==> src/rtl/decode_fetch_queue.sv <==
// -----------------------------------------------------------------------------
// decode_fetch_queue
//
// Fetch-to-decode stage buffer. Holds up to DEPTH fetched {pc, inst} pairs in a
// circular FIFO so fetch can keep running while decode stalls, until the queue
// fills. Both sides use valid/ready handshakes. flushD drops every entry on a
// branch redirect. While the queue is empty, decode sees a NOP bubble.
//
// Ports
//   clk        rising-edge clock
//   reset      asynchronous, active-low reset
//   flushD     synchronous flush, discards all entries (and any push/pop) this cycle
//   in_valid   fetch presents pc_in/inst_in
//   in_ready   queue can accept an entry this cycle (registered state only)
//   pc_in      fetched PC
//   inst_in    fetched instruction
//   out_valid  head entry valid for decode
//   out_ready  decode consumes the head entry this cycle
//   pcD        head PC, 0 when empty
//   instD      head instruction, NOP_INST when empty
//   count      current occupancy, 0..DEPTH
// -----------------------------------------------------------------------------
module decode_fetch_queue #(
   parameter int                 PC_W     = 12,
   parameter int                 INST_W   = 16,
   parameter int                 DEPTH    = 4,
   parameter logic [INST_W-1:0]  NOP_INST = '0,
   localparam int                CNT_W    = $clog2(DEPTH + 1)
) (
   input  logic              clk,
   input  logic              reset,
   input  logic              flushD,
   input  logic              in_valid,
   output logic              in_ready,
   input  logic [PC_W-1:0]   pc_in,
   input  logic [INST_W-1:0] inst_in,
   output logic              out_valid,
   input  logic              out_ready,
   output logic [PC_W-1:0]   pcD,
   output logic [INST_W-1:0] instD,
   output logic [CNT_W-1:0]  count
);

   localparam int PTR_W   = $clog2(DEPTH);
   localparam int ENTRY_W = PC_W + INST_W;

   logic [ENTRY_W-1:0] mem_reg [DEPTH];
   logic [PTR_W-1:0]   wr_ptr_reg;
   logic [PTR_W-1:0]   rd_ptr_reg;
   logic [CNT_W-1:0]   count_reg;
   logic [ENTRY_W-1:0] head_entry;
   logic               push;
   logic               pop;

   // in_ready looks only at occupancy, so a full queue refuses a push even
   // when decode is draining that same cycle.
   assign in_ready  = (count_reg != CNT_W'(DEPTH));
   assign out_valid = (count_reg != '0);
   assign push      = in_valid & in_ready;
   assign pop       = out_valid & out_ready;
   assign count     = count_reg;

   // Pointers and occupancy. Pointers are log2(DEPTH) bits and wrap by
   // natural rollover since DEPTH is a power of two.
   always_ff @(posedge clk or negedge reset) begin
      if (!reset) begin
         wr_ptr_reg <= '0;
         rd_ptr_reg <= '0;
         count_reg  <= '0;
      end else if (flushD) begin
         wr_ptr_reg <= '0;
         rd_ptr_reg <= '0;
         count_reg  <= '0;
      end else begin
         if (push) begin
            wr_ptr_reg <= wr_ptr_reg + PTR_W'(1);
         end
         if (pop) begin
            rd_ptr_reg <= rd_ptr_reg + PTR_W'(1);
         end
         if (push && !pop) begin
            count_reg <= count_reg + CNT_W'(1);
         end else if (pop && !push) begin
            count_reg <= count_reg - CNT_W'(1);
         end
      end
   end

   // Storage is not reset: the output mux masks it while the queue is empty.
   // A push in a flush cycle is dropped, so the write is gated by flushD too.
   generate
      for (genvar gi = 0; gi < DEPTH; gi++) begin : g_entry
         always_ff @(posedge clk) begin
            if (push && !flushD && (wr_ptr_reg == PTR_W'(gi))) begin
               mem_reg[gi] <= {pc_in, inst_in};
            end
         end
      end
   endgenerate

   // Head is read combinationally from registered state; a new entry shows
   // up one cycle after its push at the earliest (no bypass).
   assign head_entry = mem_reg[rd_ptr_reg];

   always_comb begin
      pcD   = '0;
      instD = NOP_INST;
      if (out_valid) begin
         pcD   = head_entry[ENTRY_W-1:INST_W];
         instD = head_entry[INST_W-1:0];
      end
   end

endmodule

==> config.mk <==
export PLATFORM = sky130hd
export DESIGN_NAME = decode_fetch_queue
export DESIGN_NICKNAME = d
export VERILOG_FILES = /design/src/rtl/decode_fetch_queue.sv
export SDC_FILE = /design/constraint.sdc
export NUM_CORES = 1
export LEC_CHECK = 0
export ABC_AREA = 1
export CORE_MARGIN = 5
export CORE_UTILIZATION = 54
export DETAILED_ROUTE_END_ITERATION = 16
export GPL_TIMING_DRIVEN = 0
export PLACE_DENSITY = 0.79
export SYNTH_ARGS = -nofsm -noshare
export SYNTH_HDL_FRONTEND = slang
export SYNTH_SLANG_ARGS = --single-unit
==> constraint.sdc <==
create_clock -name clk -period 3.2 [get_ports clk]
set_input_delay 0.48 -clock clk [delete_from_list [all_inputs] [get_ports clk]]
set_output_delay 0.48 -clock clk [all_outputs]
set_load 0.03 [all_outputs]
==> results.md <==
CTS:
- The clock reaches the later pin of the worst-skew pair after 0.50 ns.
- The clock-pin slew reported for the worst setup and hold paths after clock tree synthesis is 0.06 ns.
- The number of buffers added by the clock tree synthesis step is 17.
- CTS built an H-tree with a depth of 4.
- CTS saw 119 sinks.
- The clock root buffer is clkbuf_8.
- In this run, post-CTS repair resized a total of 0 instances.
- The clock tree from TritonCTS is done.
- The post-CTS setup buffer count is 0.
- The number of hold buffers added after CTS was 0.
- The deepest clock path buffer count is 2.

Route:
- The detail route stage leaves a number of antenna-violating nets equal to 0.
- The number of vias in the routed layout is 3241.
- The routed design has 10600 um of wire.
- Dividing the detail-routed via count by the number of cells gives 5.41.
- In this run, the number of DRC markers left after iteration 0 of detailed routing was 229.
- The number of design rule violations left after detail routing is 0.
- In the final routed layout, each cell accounts on average for 17.7 um.
- The first-pass iteration count of the detailed router is 5.

STA:
- Derived from the worst setup path, the maximum achievable clock frequency is 333 MHz.
- In this run the tightest slew margin relative to its limit is 35.8%.
- The worst setup margin is 0.201 ns.
- The transition at the pin with the smallest max-transition slack is 0.961 ns.
- The final critical path takes up 93.7% of the cycle.
- The final critical delay including setup and external delays is 3.00 ns.
- The count of pins over their slew limit is 0.
- Setup repair after global routing left no endpoint under its margin.
- The worst clock skew on the final layout is 0.0107 ns.
- The number of hold violations in the final report was 0.
- The final setup violation count is 0.

Power:
- The completed layout was analyzed and its total power is 5.26 mW.
- Of the total power, the clock network draws 32.8%.
- Sequential cells account for 35.2% of the total power.
- The cell-internal power is 3.50 mW.
- The ratio of total power to cell area is 853 mW/mm^2.
- Net switching is 33.4% of the power.
- Summed over all cells, the static leakage comes to 2.20 nW.
- VDD sags by at most 0.503 mV.
- The part of the total power dissipated in combinational logic is 32.0%.
- The net switching component of the power is 1.76 mW.

Finish:
- In the layout the commonest cells are nor2_1 (114), edfxtp_1 (112), clkdlybuf4s50_1 (65).
- The register with the most flip-flops in the layout has 112 of them.
- In the final layout, the share of cells above drive strength 1 is 10.6%.
- The finished layout holds 599 standard cells, fillers aside.
- 0 antenna diodes ended up in the layout.
- The number of filler cells placed in the layout is 581.
- The number of nets at the end of the flow is 518.
- Cells fill 71.1% of the core in the end.
- The signed area change from the synthesized netlist to the final layout is 28.4%.
- The most common cell after layout, fill and taps aside is nor2_1.

Global route:
- The number of global-route vias before repair is 3424.
- The first-pass GRT wire length is 16600 um.
- The initial antenna violation count is 0.
- Global routing consumed, over all layers together, 19.7% of the routing resources.
- Summed over all layers, the global routing overflow is 0.
- The pin count of the biggest net entering global routing is 29.

Flow run:
- The number of max-capacitance violations reported is 0.

Logic synthesis:
- The cell count after synthesis came out at 396.
- The largest area contributor in the synthesized netlist is edfxtp_1.
- In this run the biggest area consumer among cell types represents 70.0% of the synthesized area.
- Synthesis instantiated 22 different standard cells from the library.
- After synthesis the cells add up to 0.00481 sq mm.
- Ranked by total cell area, the synthesized netlist is headed by edfxtp_1 (70%), nor2_1 (9.2%), dfrtp_1 (3.6%).
- The synthesized area divided by synthesized cell count is 12.1 sq um.
- The sequential-to-total area share from yosys stat is 73.6%.
- The number of warnings issued by yosys is 0.
- The number of register bits inferred by synthesis is 119.
- The number of nets in the synthesized netlist is 434.

Floorplan:
- The effective utilization at floorplan is 55.4%.
- The die is 104 um wide.
- The die covers 0.0109 sq mm.
- The floorplan core area is 0.00868 sq mm.
- The number of cell rows is 34.
- Pin placement for this block handled 66 I/O pins.
- The height of the die is 104 um.

Worst setup path:
- The worst setup path is of the reg -> out kind.
- The data required time of the critical path is 2.72 ns.
- The worst setup path is captured at a primary output.
- Of all nets on the critical path, the largest fanout is 10.
- STA classifies the critical path startpoint as a flop.
- Data on the critical path arrives at its endpoint at 2.52 ns.

Place:
- The number of port buffers is 65.
- The half-perimeter wire length after detailed placement is 6290 um.
- In this run, placement finished with an instance count of 569.
- Routability-driven placement finished with a final weighted congestion of 0.801.
- The worst slack at placement is 0.316 ns.

Worst hold path:
- In this run the worst hold path is classified as in -> async.

Run status:
- The flow ran to the end, and the final reports show no timing, DRC or antenna violations.
==> cell type report <==
type	instances	area, sq um	share of cell area (%)
sequential	119	3540	57.4
multi-input combinational	239	1110	18.1
timing repair buffer	65	651	10.5
clock buffer	17	414	6.71
tap	108	135	2.19
clock inverter	13	134	2.17
buffer	21	119	1.93
inverter	17	63.8	1.03
==> critical path, cell delays in order, from the launching register on <==
cell and delay (ns):
dfrtp_1 0.41, inv_2 0.07, buf_2 0.20, buf_2 0.28, o21ai_1 0.13, a21oi_1 0.22
clkdlybuf4s50_1 0.72
==> stage by stage <==
stage               area (sq um)  hold WS, ns  setup TNS (ns)
global route                6170        0.244               0
global placement            5590        0.595          -81.76
finish                      6170        0.256               0
detailed placement          5620        0.606               0
CTS                         6170        0.246               0
floorplan                   4810        0.184               0
==> power by group through the flow <==
stage / Sequential [mW] / Combinational (mW) / Clock (mW)
floorplan: 1.90 / 0.972 / 0
global placement: 1.88 / 1.64 / 0
detailed placement: 1.88 / 1.69 / 0
CTS: 1.85 / 1.70 / 1.74
global route: 1.86 / 1.80 / 1.82
finish: 1.85 / 1.68 / 1.73
==> path summary, 6_finish.rpt <==
kind                       depth (start not counted)  slack, ns              to     startpoint
min                                                1       0.26        count[1]          reset
max reg2reg                                        6       0.94  mem_reg[3][19]       count[1]
min in group clk                                   1       0.60   mem_reg[0][6]     inst_in[6]
max in group asynchronous                          1       2.67   rd_ptr_reg[0]          reset
min reg2reg                                        3       0.62        count[0]       count[0]
max                                                6       0.20        instD[7]  rd_ptr_reg[0]
==> synthesized netlist by cell type, drive strengths merged <==
master,number
fa,1
clkbuf,6
nand3,5
inv,17
nand4,3
dfrtp,7
a21oi,31
o21ai,59
ha,4
nand2,16
edfxtp,112
xor2,1
buf,15
nor2,119
==> logic make-up (layout without fill, tap and decap cells) <==
logic type,after synthesis,count (layout),share of synthesized area [%]
AOI/OAI and AO/OA,90,90,9.37
xor gates and xnor gates,1,1,0.182
adders and majority gates,5,5,1.46
buffers and inverters,38,133,3.80
DFF,119,119,73.6
and+or+nand+nor,143,143,11.6
==> per-layer routing <==
layer  vias up  wire length (um)  GRT usage [%]
met4         0                72           7.59
met2       114              5540           34.2
met5         -                 0              0
li1       1552                 -              -
met1      1566              4330           23.0
met3         9               673           5.59
Power figures use the tool's default switching activity.
